[config.mk]
export PLATFORM = sky130hd
export DESIGN_NAME = feed_forward_nn
export DESIGN_NICKNAME = d
export VERILOG_FILES = /design/src/rtl/ffnn_pkg.sv /design/src/rtl/ffnn_mac.sv /design/src/rtl/feed_forward_nn.sv
export SDC_FILE = /design/constraint.sdc
export NUM_CORES = 1
export LEC_CHECK = 0
export CAP_MARGIN = 20
export CORE_MARGIN = 2
export CORE_UTILIZATION = 57
export DETAILED_ROUTE_END_ITERATION = 10
export GPL_ROUTABILITY_DRIVEN = 0
export PLACE_DENSITY = 0.76
export SLEW_MARGIN = 40
export SYNTH_ARGS = -nofsm -noshare
export SYNTH_HDL_FRONTEND = slang
export SYNTH_SLANG_ARGS = --single-unit
[constraint.sdc]
create_clock -name CLK -period 8.88 [get_ports CLK]
set_input_delay 2.664 -clock CLK [delete_from_list [all_inputs] [get_ports CLK]]
set_output_delay 2.664 -clock CLK [all_outputs]
set_load 0.05 [all_outputs]
[src/rtl/ffnn_pkg.sv]
// ffnn_pkg: shared constants, fixed weights and saturation helpers for the
// 4-3-2 feed-forward network core (feed_forward_nn) and its MAC (ffnn_mac).
//   N_IN/N_HID/N_OUT : layer sizes
//   FRAME            : cycles per time-multiplexed inference frame
//   W, B             : hidden-layer weights and biases
//   V, C             : output-layer weights and biases
//   sat9, sat17      : clamps to the hidden-activation and output ranges
package ffnn_pkg;

    localparam int N_IN   = 4;
    localparam int N_HID  = 3;
    localparam int N_OUT  = 2;
    localparam int FRAME  = 9;
    localparam int DATA_W = 9;
    localparam int COEF_W = 8;
    localparam int OUT_W  = 17;

    localparam logic signed [COEF_W-1:0] W [N_HID][N_IN] = '{
        '{ 8'sd1,  8'sd1, 8'sd1,  8'sd1},
        '{ 8'sd1, -8'sd1, 8'sd1, -8'sd1},
        '{ 8'sd2,  8'sd0, 8'sd0, -8'sd2}
    };
    localparam logic signed [COEF_W-1:0] B [N_HID] = '{8'sd0, 8'sd0, 8'sd0};

    localparam logic signed [COEF_W-1:0] V [N_OUT][N_HID] = '{
        '{8'sd1,  8'sd1, 8'sd1},
        '{8'sd1, -8'sd1, 8'sd0}
    };
    localparam logic signed [COEF_W-1:0] C [N_OUT] = '{8'sd0, 8'sd0};

    // Hidden activation range is [0,255]; carried as 9 bits so it can feed
    // the signed 9-bit MAC operand without a sign problem.
    function automatic logic [DATA_W-1:0] sat9(input longint v);
        if (v > 64'sd255)
            return 9'd255;
        else if (v < 64'sd0)
            return 9'd0;
        else
            return v[DATA_W-1:0];
    endfunction

    function automatic logic signed [OUT_W-1:0] sat17(input longint v);
        if (v > 64'sd65535)
            return 17'sd65535;
        else if (v < -64'sd65536)
            return -17'sd65536;
        else
            return v[OUT_W-1:0];
    endfunction

endpackage

[src/rtl/ffnn_mac.sv]
// ffnn_mac: signed multiply-accumulate, a (DATA_W) x b (COEF_W) into ACC_W.
//   CLK, RST : clock, synchronous active-high reset (clears acc)
//   clr      : synchronous clear of acc (has priority over en)
//   en       : acc <= acc + a*b
//   a, b     : signed operands
//   acc      : signed running sum
module ffnn_mac #(
    parameter int DATA_W = 9,
    parameter int COEF_W = 8,
    parameter int ACC_W  = 24
) (
    input  logic                     CLK,
    input  logic                     RST,
    input  logic                     clr,
    input  logic                     en,
    input  logic signed [DATA_W-1:0] a,
    input  logic signed [COEF_W-1:0] b,
    output logic signed [ACC_W-1:0]  acc
);

    localparam int PROD_W = DATA_W + COEF_W;

    logic signed [PROD_W-1:0] prod;

    assign prod = a * b;

    always_ff @(posedge CLK) begin
        if (RST)
            acc <= '0;
        else if (clr)
            acc <= '0;
        else if (en)
            acc <= acc + {{(ACC_W-PROD_W){prod[PROD_W-1]}}, prod};
    end

endmodule

[src/rtl/feed_forward_nn.sv]
// feed_forward_nn: fixed-weight 4-3-2 network (ReLU hidden, linear output),
// time-multiplexed over a free-running 9-cycle frame.
//   CLK, RST   : clock, synchronous active-high reset
//   x0..x3     : signed 9-bit input features, latched at cnt==0
//   y0, y1     : signed 17-bit outputs, updated at cnt==0, held otherwise
//   y_valid    : (only with `define FFNN_VALID_EN) one-cycle pulse after
//                each real y update
// Frame schedule (cnt):
//   0    : y <= sat17(oacc + C) (skipped on first frame), latch x, clear hacc
//   1..4 : hacc_j += W[j][cnt-1] * xr[cnt-1]
//   5    : h_j <= sat9(relu(hacc_j + B_j) >>> SHIFT), clear oacc
//   6..8 : oacc_k += V[k][cnt-6] * h[cnt-6]
module feed_forward_nn
    import ffnn_pkg::*;
#(
    parameter int ACC_W = 24,
    parameter int SHIFT = 0
) (
    input  logic                     CLK,
    input  logic                     RST,
    input  logic signed [DATA_W-1:0] x0,
    input  logic signed [DATA_W-1:0] x1,
    input  logic signed [DATA_W-1:0] x2,
    input  logic signed [DATA_W-1:0] x3,
    output logic signed [OUT_W-1:0]  y0,
    output logic signed [OUT_W-1:0]  y1
`ifdef FFNN_VALID_EN
    ,
    output logic                     y_valid
`endif
);

    logic [3:0]               cnt;
    // Set once a full frame has been computed since reset; gates the first
    // (meaningless) output update.
    logic                     primed;
    logic signed [DATA_W-1:0] xr [N_IN];
    logic [DATA_W-1:0]        h [N_HID];
    logic signed [ACC_W-1:0]  hacc [N_HID];
    logic signed [ACC_W-1:0]  oacc [N_OUT];
    logic [DATA_W-1:0]        h_next [N_HID];
    logic signed [OUT_W-1:0]  y_next [N_OUT];

    logic                     h_clr, h_en, o_clr, o_en;
    logic [3:0]               cnt_m1;
    logic [1:0]               idx_h;
    logic [1:0]               idx_o;
    logic signed [DATA_W-1:0] a_o;

    assign h_clr  = (cnt == 4'd0);
    assign h_en   = (cnt >= 4'd1) && (cnt <= 4'd4);
    assign o_clr  = (cnt == 4'd5);
    assign o_en   = (cnt >= 4'd6);
    assign cnt_m1 = cnt - 4'd1;
    assign idx_h  = cnt_m1[1:0];

    always_comb begin
        idx_o = 2'd0;
        case (cnt)
            4'd6:    idx_o = 2'd0;
            4'd7:    idx_o = 2'd1;
            4'd8:    idx_o = 2'd2;
            default: idx_o = 2'd0;
        endcase
    end

    // h is in [0,255], so reinterpreting it as signed 9-bit is lossless.
    assign a_o = $signed(h[idx_o]);

    for (genvar j = 0; j < N_HID; j++) begin : g_hid
        ffnn_mac #(
            .DATA_W (DATA_W),
            .COEF_W (COEF_W),
            .ACC_W  (ACC_W)
        ) u_mac (
            .CLK (CLK),
            .RST (RST),
            .clr (h_clr),
            .en  (h_en),
            .a   (xr[idx_h]),
            .b   (W[j][idx_h]),
            .acc (hacc[j])
        );

        always_comb begin
            longint pre;
            longint relu;
            pre       = longint'(hacc[j]) + longint'(B[j]);
            relu      = (pre < 64'sd0) ? 64'sd0 : pre;
            h_next[j] = sat9(relu >>> SHIFT);
        end
    end

    for (genvar k = 0; k < N_OUT; k++) begin : g_out
        ffnn_mac #(
            .DATA_W (DATA_W),
            .COEF_W (COEF_W),
            .ACC_W  (ACC_W)
        ) u_mac (
            .CLK (CLK),
            .RST (RST),
            .clr (o_clr),
            .en  (o_en),
            .a   (a_o),
            .b   (V[k][idx_o]),
            .acc (oacc[k])
        );

        assign y_next[k] = sat17(longint'(oacc[k]) + longint'(C[k]));
    end

    always_ff @(posedge CLK) begin
        if (RST) begin
            cnt    <= 4'd0;
            primed <= 1'b0;
            y0     <= '0;
            y1     <= '0;
            for (int i = 0; i < N_IN; i++)
                xr[i] <= '0;
            for (int j = 0; j < N_HID; j++)
                h[j] <= '0;
        end else begin
            cnt <= (cnt == 4'(FRAME - 1)) ? 4'd0 : cnt + 4'd1;

            if (cnt == 4'd0) begin
                if (primed) begin
                    y0 <= y_next[0];
                    y1 <= y_next[1];
                end
                xr[0] <= x0;
                xr[1] <= x1;
                xr[2] <= x2;
                xr[3] <= x3;
            end

            if (cnt == 4'd5) begin
                for (int j = 0; j < N_HID; j++)
                    h[j] <= h_next[j];
            end

            if (cnt == 4'(FRAME - 1))
                primed <= 1'b1;
        end
    end

`ifdef FFNN_VALID_EN
    always_ff @(posedge CLK) begin
        if (RST)
            y_valid <= 1'b0;
        else
            y_valid <= (cnt == 4'd0) && primed;
    end
`endif

endmodule

==> impl_metrics.csv, run 1 <==
group,metric,value,unit
drt,drt_iter0_markers,897,
worst_setup_path,cpMaxStageDelayCell,"ha_2",
sta,max-slew-margin-rel,0.4001,
sta,final-max-slew-violation-count,0,
synth,synth_common_cells,"nand2_1, inv_1, a21oi_1",
worst_hold_path,min_from,"y1[8]$_SDFFE_PP0P_",
sta,setup_violations,0,
clock_network,clk_pin_slew,0.06,ns
finish,drive_gt1_frac,0.04917,
pwr,power_density,394.6,mW/mm2
floorplan,core-area,0.03471,mm2
floorplan,ios,72,
worst_setup_path,crit_path_end_kind,"register",
floorplan,die_w,192.3,um
drt,wl_per_cell,15.97,um
clock_network,cts_hold_buf,0,
sta,fmax,120.3,MHz
worst_setup_path,critPathTopFamily,"adder cells",
grt,grt_max_degree,70,
clock_network,clk_latency,0.57,ns
clock_network,clock-sinks,221,
worst_setup_path,start_kind,"register",
worst_setup_path,rr_endpoint,"g_hid[2].u_mac.acc[23]$_SDFFE_PP0P_",
finish,utilization,0.6440,
grt,grt_first_pass_wirelength,76460,um
grt,grt_pass1_vias,16191,
drt,avgViaCountPerCell,5.698,
placement,numPortBuffers,71,
pwr,vdd_drop_max,540.8,uV
pwr,power,8821,uW
sta,grt_setup_unrepaired,"false",
finish,syn2layout_area_growth,10.60,%
grt,overflow,0,
finish,nets,2782,
synth,synth_top_cell_by_area,"dfxtp_1",
floorplan,rows,68,
grt,antenna_found_initial,0,
worst_setup_path,rr_startpoint,"cnt[1]$_SDFF_PP0_",
worst_hold_path,hold_end,"y1[8]$_SDFFE_PP0P_",
flow_run,drv_cap,0,
worst_setup_path,path_class,"register to register",
synth,ys_types,77,
finish,nFillCells,2873,
drt,drc,0,
synth,ys.flop_type,"dfxtp_1",
worst_setup_path,r2r_setup_slack,0.57,ns
worst_setup_path,required,9.33,ns
synth,syn_area,0.02021,mm2
clock_network,post_cts_buffers,0,
synth,synthCells,2328,
synth,synth-edff-count,63,
synth,synth_top_area_frac,0.1565,
synth,synth_most_common_cell,"nand2_1",
status,status,"complete, no violations",
synth,ys_seq_area_frac,0.2501,
finish,final_cells,2855,
sta,holdWs,0.4494,ns
drt,vias,16268,
finish,diodes,0,
clock_network,cts_root_buf,"clkbuf_16",
drt,drtAntennaViolNets,0,
synth,async_reset_ff_frac,0,
worst_setup_path,crit_path_max_incr_delay,0.56,ns
worst_setup_path,worstRegToRegCells,28,
grt,grtUsageTotal,0.2520,
sta,worstMarginPinSlew,0.8901,ns
worst_setup_path,arrival,8.76,ns
placement,hpwlAfterDp,35300,um
sta,period_needed,8.312,ns
clock_network,ctsResizeCount,0,
placement,place_inst,2805,
sta,setup_tns,0,ns
worst_hold_path,hp-class,"register to register",
worst_setup_path,critical_path.max_fanout,12,
clock_network,htreeDepth,1,
floorplan,die_y,192.3,um
worst_setup_path,critical_path_buf_inv_count,4,
sta,fin_crit_sh,0.9361,
synth,synth_seq_cells,221,
synth,ys_warn_count,0,
pwr,p_leak,0.01014,uW
floorplan,die-area,0.03699,mm2
clock_network,cts_tree,"done",
synth,ys_top_cells_by_area,"dfxtp_1, fa_1, ha_1",
drt,firstDrtPassIters,5,
drt,wirelength,45590,um
clock_network,cts.path.max_buffers,3,
sta,fin_skew,0.02252,ns
floorplan,initial_core_util,0.5823,
synth,synth.avg_cell_area,8.683,um2
worst_hold_path,min_delay_path_depth,2,
sta,hold_viol_final,0,
clock_network,cts_buffers,27,
## worst max path at each step
stage / startpoint / endpoint / slack [ns] / cells after the start
6_report: cnt[1]$_SDFF_PP0_ / g_hid[2].u_mac.acc[23]$_SDFFE_PP0P_ / 0.57 / 28
4_1_cts: cnt[1]$_SDFF_PP0_ / g_hid[2].u_mac.acc[23]$_SDFFE_PP0P_ / 0.33 / 28
5_1_grt: cnt[1]$_SDFF_PP0_ / g_hid[2].u_mac.acc[23]$_SDFFE_PP0P_ / 0.11 / 28
3_3_place_gp: cnt[1]$_SDFF_PP0_ / g_hid[2].u_mac.acc[23]$_SDFFE_PP0P_ / 0.67 / 28
3_5_place_dp: cnt[1]$_SDFF_PP0_ / g_hid[2].u_mac.acc[23]$_SDFFE_PP0P_ / 0.37 / 28
2_1_floorplan: cnt[0]$_SDFF_PP0_ / g_hid[2].u_mac.acc[23]$_SDFFE_PP0P_ / 0.60 / 31
## per-stage QoR
step                      setup WS (ns)  cell area [um2]
after floorplan                  0.5983            20220
after detailed placement         0.3674            21420
after global routing             0.1096            22360
after global placement           0.6691            21400
final                            0.5676            22360
after CTS                        0.3268            22330
## report_power, final
| group | internal [uW] | total, uW | switching [uW] |
|---|---|---|---|
| clock network | 646 | 1120 | 474 |
| registers | 1150 | 1220 | 75.9 |
| logic | 2750 | 6480 | 3730 |
| total | 4540 | 8820 | 4280 |
## routing by layer
metal / GRT usage / wire (um) / vias to the layer above / share of wire
met3: 0.02946 / 2062 / 82 / 0.045
met5: 0 / 0 / - / 0
li1: - / - / 8108 / -
met4: 0.07369 / 1314 / 0 / 0.029
met1: 0.3202 / 19920 / 7683 / 0.44
met2: 0.4503 / 22290 / 395 / 0.49
## placed cells by master, fill, tap and decap left out, types with 16 or more instances in the layout
| master | count |
|---|---|
| nand2_1 | 274 |
| inv_1 | 256 |
| a21oi_1 | 232 |
| ha_1 | 218 |
| dfxtp_1 | 158 |
| fa_1 | 146 |
| nor2_1 | 142 |
| xnor2_1 | 108 |
| o21ai_0 | 96 |
| clkdlybuf4s50_1 | 71 |
| edfxtp_1 | 63 |
| and2_1 | 55 |
| a21o_1 | 47 |
| o21a_1 | 46 |
| nor3_1 | 42 |
| a211oi_1 | 37 |
| xor2_1 | 34 |
| nand3_1 | 34 |
| clkbuf_16 | 27 |
| nor2b_1 | 23 |
| buf_4 | 20 |
| a31oi_1 | 19 |
| nand4_1 | 18 |
| o21bai_1 | 16 |
## registers in the layout, indices dropped and copies added (netlist names)
signal / flops
g_hid.u_mac.acc: 71
y0: 17
y1: 17
cnt: 4
h: 27
xr: 36
primed: 1
g_out.u_mac.acc: 48
## cell type report
cell class                      instances  area (um2)  area share
Multi-Input combinational cell       1777       13990      0.6256
Sequential cell                       221        5055      0.2261
Inverter                              261       980.9     0.04388
Timing Repair Buffer                   91       860.8     0.03850
Clock buffer                           30       710.7     0.03179
Tap cell                              455       569.3     0.02546
Clock inverter                         20       193.9    0.008675
## worst reg2reg max path, delay by kind of cell, from the launching register on
kind	cells	cell delay (ns)
xor gates and xnor gates	2	0.44
DFF	1	0.47
and+or+nand+nor	1	0.17
muxes	1	0.49
AOI/OAI and AO/OA	13	2.88
buffers and inverters	4	0.36
adders and majority gates	7	3.40
## logic make-up after synthesis
| kind of cell | after synthesis | share of synthesized area |
|---|---|---|
| fa+ha+maj | 365 | 0.2801 |
| buf+inv | 332 | 0.06177 |
| mux | 15 | 0.01306 |
| other cells | 1 | 0.0001855 |
| xor+xnor | 143 | 0.06196 |
| simple gates | 667 | 0.1522 |
| flops | 221 | 0.2501 |
| compound gates | 584 | 0.1806 |
No activity file was read; power rests on OpenSTA's default activity.
==> inputs of run 2 (changes only) <==
--- a/config.mk
+++ b/config.mk
@@ -11,6 +11,8 @@
 export DETAILED_ROUTE_END_ITERATION = 10
 export GPL_ROUTABILITY_DRIVEN = 0
 export PLACE_DENSITY = 0.76
+export RECOVER_POWER = 100
+export SKIP_LAST_GASP = 1
 export SLEW_MARGIN = 40
 export SYNTH_ARGS = -nofsm -noshare
 export SYNTH_HDL_FRONTEND = slang
==> run 2 against run 1 <==
Against the previous run:
- the run now ends with max-capacitance violations, max-slew violations left
- worst hold slack lost 0.0029 ns
- register-to-register slack hardly changed
- worst setup slack worse by 0.011 ns
- final area shrank 0.13%
- largest cell class unchanged
- sequential power barely moved
- critical path type is now input pin to register
- via count increased by 0.28%
- sequential cell count unchanged
- sequential share of layout area hardly changed
- die area is the same
==> impl_metrics.csv, run 2 (synthesis results as in run 1) <==
group,metric,value,unit
worst_setup_path,cpMaxStageDelayCell,"clkbuf_1",
worst_setup_path,crit_path_max_incr_delay,1.93,ns
drt,vias,16314,
worst_setup_path,arrival,8.77,ns
grt,grt_first_pass_wirelength,76460,um
pwr,p_int,4541,uW
placement,numPortBuffers,71,
pwr,p_switching,4285,uW
sta,worstMarginPinSlew,2.712,ns
worst_hold_path,min_from,"y1[8]$_SDFFE_PP0P_",
worst_setup_path,critical_path.max_fanout,57,
grt,antenna_found_initial,0,
worst_setup_path,cpMostUsedCell,"clkbuf_1",
grt,grt_max_degree,70,
finish,nets,2782,
sta,hold_viol_final,0,
worst_setup_path,crit_chain,"dlygate4sd3_1 -> clkbuf_1 -> nor2_1 -> clkbuf_1 -> clkinvlp_2 -> clkbuf_1 -> nor2_1 -> a32oi_1 -> nand2_1",
sta,setup_tns,0,ns
grt,overflow,0,
sta,fmax,120.1,MHz
worst_hold_path,min_delay_path_depth,2,
finish,utilization,0.6432,
finish,diodes,0,
sta,period_needed,8.323,ns
finish,largest_reg_flops,71,
pwr,clkPwrFrac,0.127,
drt,wirelength,45600,um
drt,drt_iter0_markers,894,
clock_network,cts_root_buf,"clkbuf_16",
flow_run,drv_cap,5,
sta,grt_setup_unrepaired,"false",
status,status,"complete, but fails checks",
worst_setup_path,worstRegToRegCells,28,
clock_network,cts_buffers,27,
worst_hold_path,hold_end,"y1[8]$_SDFFE_PP0P_",
finish,nFillCells,2884,
finish,reg_top3,"g_hid.u_mac.acc (71), g_out.u_mac.acc (48), xr (36)",
floorplan,initial_core_util,0.5823,
worst_setup_path,r2r_setup_slack,0.57,ns
status,violations,"max-capacitance violations, max-slew violations",
finish,drive_gt1_frac,0.04583,
finish,final_cell_mix,"nand2_1, inv_1, a21oi_1",
drt,drtAntennaViolNets,0,
clock_network,cts_tree,"done",
pwr,power_density,395.3,mW/mm2
drt,firstDrtPassIters,5,
worst_setup_path,path_class,"input pin to register",
finish,seq_area,0.005055,mm2
pwr,p_sw_frac,0.4855,
pwr,power,8826,uW
worst_setup_path,start_kind,"input pin",
clock_network,clock-sinks,221,
floorplan,die-area,0.03699,mm2
pwr,pwr-share-seq,0.139,
pwr,vdd_drop_max,538.9,uV
clock_network,post_cts_buffers,0,
clock_network,clk_latency,0.57,ns
grt,grtUsageTotal,0.2520,
finish,top_register,"g_hid.u_mac.acc",
worst_hold_path,hp-class,"register to register",
drt,avgViaCountPerCell,5.714,
floorplan,die_w,192.3,um
sta,holdWs,0.4465,ns
floorplan,rows,68,
grt,grt_pass1_vias,16191,
worst_setup_path,required,9.32,ns
pwr,pwr-share-comb,0.734,
drt,wl_per_cell,15.97,um
finish,multi_input_area,0.01398,mm2
worst_setup_path,crit_path_end_kind,"register",
drt,drc,0,
floorplan,die_y,192.3,um
finish,syn2layout_area_growth,10.45,%
floorplan,ios,72,
worst_setup_path,rr_endpoint,"g_hid[2].u_mac.acc[23]$_SDFFE_PP0P_",
floorplan,core-area,0.03471,mm2
clock_network,cts.path.max_buffers,3,
sta,final-max-slew-violation-count,222,
clock_network,htreeDepth,1,
sta,max-slew-margin-rel,-0.8079,
worst_setup_path,rr_startpoint,"cnt[1]$_SDFF_PP0_",
placement,hpwlAfterDp,35300,um
sta,fin_crit_sh,0.9373,
clock_network,clk_pin_slew,0.06,ns
sta,fin_skew,0.02337,ns
pwr,p_leak,0.01020,uW
finish,layout_commonest_cell,"nand2_1",
sta,setup_violations,0,
[run 2: cell count changes in the layout (fill, tap and decap cells not counted)]
cell | before | now
and2_1 | 55 | 21
buf_4 | 20 | 14
nor2b_1 | 23 | 24
and2_0 | 0 | 34
clkinv_2 | 6 | 5
dlygate4sd3_1 | 0 | 35
inv_1 | 256 | 257
inv_2 | 2 | 1
clkinvlp_2 | 0 | 1
nor2b_4 | 1 | 0
clkdlybuf4s50_1 | 71 | 36
clkbuf_1 | 0 | 6
[run 2: layout make-up]
type,count,share of cell area
multi-input combinational,1777,0.6261
sequential,221,0.2264
inverter,261,0.04394
timing repair buffer,91,0.03755
clock buffer,30,0.03183
tap,455,0.02550
clock inverter,20,0.008686
[run 2: stage by stage]
| step | cell area, um2 | cells | setup slack [ns] |
|---|---|---|---|
| detailed placement | 21420 | 2805 | 0.3674 |
| floorplan | 20220 | 2330 | 0.5983 |
| CTS | 22330 | 2855 | 0.3268 |
| global route | 22330 | 2855 | 0.09333 |
| finish | 22330 | 2855 | 0.5566 |
| global placement | 21400 | 2805 | 0.6691 |
[run 2: what timing repair did]
item                       in CTS  in global routing
setup endpoints to repair       0                  2
hold buffers                    0                  0
gates resized for setup         0                  3
[run 2: power groups by stage]
stage / clock (uW) / sequential [uW] / combinational [uW]
floorplan: 0 / 1210 / 5210
global placement: 0 / 1240 / 6140
detailed placement: 0 / 1240 / 6370
CTS: 1150 / 1220 / 6430
global route: 1180 / 1230 / 7320
finish: 1120 / 1220 / 6480
[run 2: worst max path at each step]
stage	start	endpoint	slack [ns]	cells after the start
floorplan	cnt[0]$_SDFF_PP0_	g_hid[2].u_mac.acc[23]$_SDFFE_PP0P_	0.60	31
global placement	cnt[1]$_SDFF_PP0_	g_hid[2].u_mac.acc[23]$_SDFFE_PP0P_	0.67	28
detailed placement	cnt[1]$_SDFF_PP0_	g_hid[2].u_mac.acc[23]$_SDFFE_PP0P_	0.37	28
CTS	cnt[1]$_SDFF_PP0_	g_hid[2].u_mac.acc[23]$_SDFFE_PP0P_	0.33	28
global route	RST	g_hid[0].u_mac.acc[13]$_SDFFE_PP0P_	0.09	9
finish	RST	g_hid[0].u_mac.acc[13]$_SDFFE_PP0P_	0.56	9
[run 2: critical path, delay by kind of cell]
family	cells	cell delay, ns
AO/OA/AOI/OAI	1	0.38
buffers and inverters	5	4.50
AND/OR/NAND/NOR	3	1.16
[run 2: layer usage]
metal | routed length [um] | track usage | up-vias
li1 | - | - | 8105
met1 | 19870 | 0.3202 | 7744
met2 | 22340 | 0.4503 | 379
met3 | 2052 | 0.02946 | 86
met4 | 1336 | 0.07369 | 0
met5 | 0 | 0 | -
==> inputs of run 3 (changes only) <==
--- a/config.mk
+++ b/config.mk
@@ -5,11 +5,11 @@
 export SDC_FILE = /design/constraint.sdc
 export NUM_CORES = 1
 export LEC_CHECK = 0
-export CAP_MARGIN = 20
 export CORE_MARGIN = 2
 export CORE_UTILIZATION = 57
 export DETAILED_ROUTE_END_ITERATION = 10
 export GPL_ROUTABILITY_DRIVEN = 0
+export GPL_TIMING_DRIVEN = 0
 export PLACE_DENSITY = 0.76
 export RECOVER_POWER = 100
 export SKIP_LAST_GASP = 1
==> run 3 against run 2 <==
Against the previous run:
- the flow now finishes without violations
- core utilization up 0.69 points
- via count up 3.4%
- clock skew grew 0.0057 ns
- largest cell class unchanged
- critical path type is now register to register
==> impl_metrics.csv, run 3 (synthesis results as in run 1) <==
group,metric,value,unit
drt,drc,0,
sta,hold_viol_final,0,
finish,final_cell_mix,"nand2_1, inv_1, a21oi_1",
floorplan,die-area,0.03699,mm2
finish,reg_top3,"g_hid.u_mac.acc (71), g_out.u_mac.acc (48), xr (36)",
finish,drive_gt1_frac,0.04599,
grt,overflow,0,
worst_setup_path,start_kind,"register",
drt,drtAntennaViolNets,0,
worst_setup_path,worstRegToRegCells,31,
worst_setup_path,r2r_setup_slack,0.42,ns
floorplan,ios,72,
pwr,p_leak,0.01021,uW
sta,fmax,118.2,MHz
placement,numPortBuffers,70,
drt,drt_iter0_markers,905,
worst_setup_path,critical_path.max_fanout,10,
sta,worstMarginPinSlew,0.8788,ns
floorplan,initial_core_util,0.5823,
sta,setup_violations,0,
finish,diodes,0,
sta,final-max-slew-violation-count,0,
floorplan,die_w,192.3,um
placement,placed_area,0.02156,mm2
pwr,vdd_drop_max,422.7,uV
sta,fin_skew,0.02903,ns
pwr,power,8829,uW
drt,wirelength,49450,um
finish,final_area,0.02257,mm2
floorplan,rows,68,
grt,grt_max_degree,37,
placement,hpwlAfterDp,38860,um
flow_run,drv_cap,0,
worst_hold_path,hp-class,"register to register",
sta,fin_crit_sh,0.9530,
clock_network,clk_pin_slew,0.07,ns
clock_network,cts_tree,"done",
sta,worst_slack,0.4178,ns
finish,largest_reg_flops,71,
clock_network,clock-sinks,221,
drt,vias,16871,
drt,avgViaCountPerCell,5.794,
worst_setup_path,crit_path_end_kind,"register",
worst_setup_path,rr_endpoint,"g_hid[2].u_mac.acc[23]$_SDFFE_PP0P_",
finish,top_register,"g_hid.u_mac.acc",
drt,wl_per_cell,16.98,um
placement,place_inst,2857,
clock_network,clk_latency,0.55,ns
worst_setup_path,arrival,8.91,ns
finish,final_cells,2912,
clock_network,cts.path.max_buffers,3,
grt,grt_first_pass_wirelength,80070,um
finish,nets,2842,
grt,antenna_found_initial,1,
sta,max-slew-margin-rel,0.4129,
worst_setup_path,crit_path_max_incr_delay,0.57,ns
floorplan,die_y,192.3,um
worst_setup_path,cpMaxStageDelayCell,"fa_1",
floorplan,core-area,0.03471,mm2
finish,layout_commonest_cell,"nand2_1",
drt,firstDrtPassIters,7,
finish,syn2layout_area_growth,11.63,%
sta,grt_setup_unrepaired,"true",
worst_setup_path,path_class,"register to register",
worst_hold_path,hold_end,"y0[3]$_SDFFE_PP0P_",
clock_network,htreeDepth,1,
grt,grtUsageTotal,0.2693,
clock_network,cts_root_buf,"clkbuf_16",
sta,period_needed,8.462,ns
worst_setup_path,required,9.33,ns
worst_setup_path,rr_startpoint,"cnt[0]$_SDFF_PP0_",
grt,grt_pass1_vias,16786,
worst_hold_path,min_from,"y0[3]$_SDFFE_PP0P_",
status,status,"complete, no violations",
pwr,power_density,391.2,mW/mm2
placement,pre_cts_ws,-0.8157,ns
clock_network,cts_buffers,25,
worst_hold_path,min_delay_path_depth,2,
finish,nFillCells,2784,
## run 3: cell count changes in the layout (fill, tap and decap cells not counted), sizes merged, moves of 2 or more
| cell | previous run | this run |
|---|---|---|
| clkbuf | 36 | 90 |
| dlygate4sd3 | 35 | 0 |
| clkdlybuf4s50 | 36 | 70 |
| buf | 14 | 22 |
| inv | 265 | 260 |
| bufinv | 2 | 4 |
| clkinv | 13 | 11 |
## run 3: stage by stage
stage | hold slack [ns] | setup TNS [ns] | util
floorplan | 0.4460 | 0 | -
global placement | 0.4375 | -10.81 | 0.6191
detailed placement | 0.4448 | -3.389 | 0.6211
CTS | 0.4522 | 0 | 0.6473
global route | 0.4633 | -0.1554 | 0.6501
finish | 0.4509 | 0 | 0.6501
## run 3: how the worst max path moves through the flow
stage	from	end	slack [ns]	depth (start not counted)
CTS	cnt[0]$_SDFF_PP0_	g_hid[2].u_mac.acc[23]$_SDFFE_PP0P_	0.08	31
global placement	cnt[0]$_SDFF_PP0_	g_hid[2].u_mac.acc[23]$_SDFFE_PP0P_	-1.15	31
floorplan	cnt[0]$_SDFF_PP0_	g_hid[2].u_mac.acc[23]$_SDFFE_PP0P_	0.60	31
global route	cnt[0]$_SDFF_PP0_	g_hid[2].u_mac.acc[23]$_SDFFE_PP0P_	-0.05	31
detailed placement	cnt[0]$_SDFF_PP0_	g_hid[2].u_mac.acc[23]$_SDFFE_PP0P_	-0.82	31
finish	cnt[0]$_SDFF_PP0_	g_hid[2].u_mac.acc[23]$_SDFFE_PP0P_	0.42	31
## run 3: area by class of cell
class,count,area (um2),share of cell area
clock buffer,29,650.6,0.02883
buffer,71,290.3,0.01286
inverter,261,983.4,0.04358
multi-input combinational,1777,14010,0.6209
timing repair buffer,82,818.3,0.03626
sequential,221,5056,0.2241
clock inverter,16,186.4,0.008262
tap,455,569.3,0.02523
## run 3: timing repair
| item | 4_1_cts | 5_1_grt |
|---|---|---|
| pin swaps | 0 | 3 |
| cloned | 0 | 0 |
| endpoints found under the setup margin | 11 | 15 |
| hold buffers | 0 | 0 |
| resized for setup | 5 | 23 |
| setup buffers | 7 | 3 |
| endpoints found under the hold margin | 0 | 0 |
## run 3: power by group
| part | total, uW | internal, uW | switching, uW |
|---|---|---|---|
| registers | 1220 | 1150 | 71.0 |
| logic | 6530 | 2770 | 3770 |
| clock network | 1080 | 640 | 437 |
## run 3: per-layer routing
metal	GRT usage	wire, um	up-vias
li1	-	-	8224
met1	0.3114	19980	8041
met2	0.4931	24710	496
met3	0.04364	2876	110
met4	0.1107	1888	0
met5	0	0	-
## run 3: worst max-delay path, delay by kind of cell (launching register included)
| kind | cells | cell delay (ns) |
|---|---|---|
| xor+xnor | 2 | 0.37 |
| simple gates | 1 | 0.13 |
| compound gates | 13 | 2.75 |
| buf+inv | 7 | 1.10 |
| fa+ha+maj | 7 | 3.17 |
| flops | 1 | 0.46 |
| mux | 1 | 0.39 |
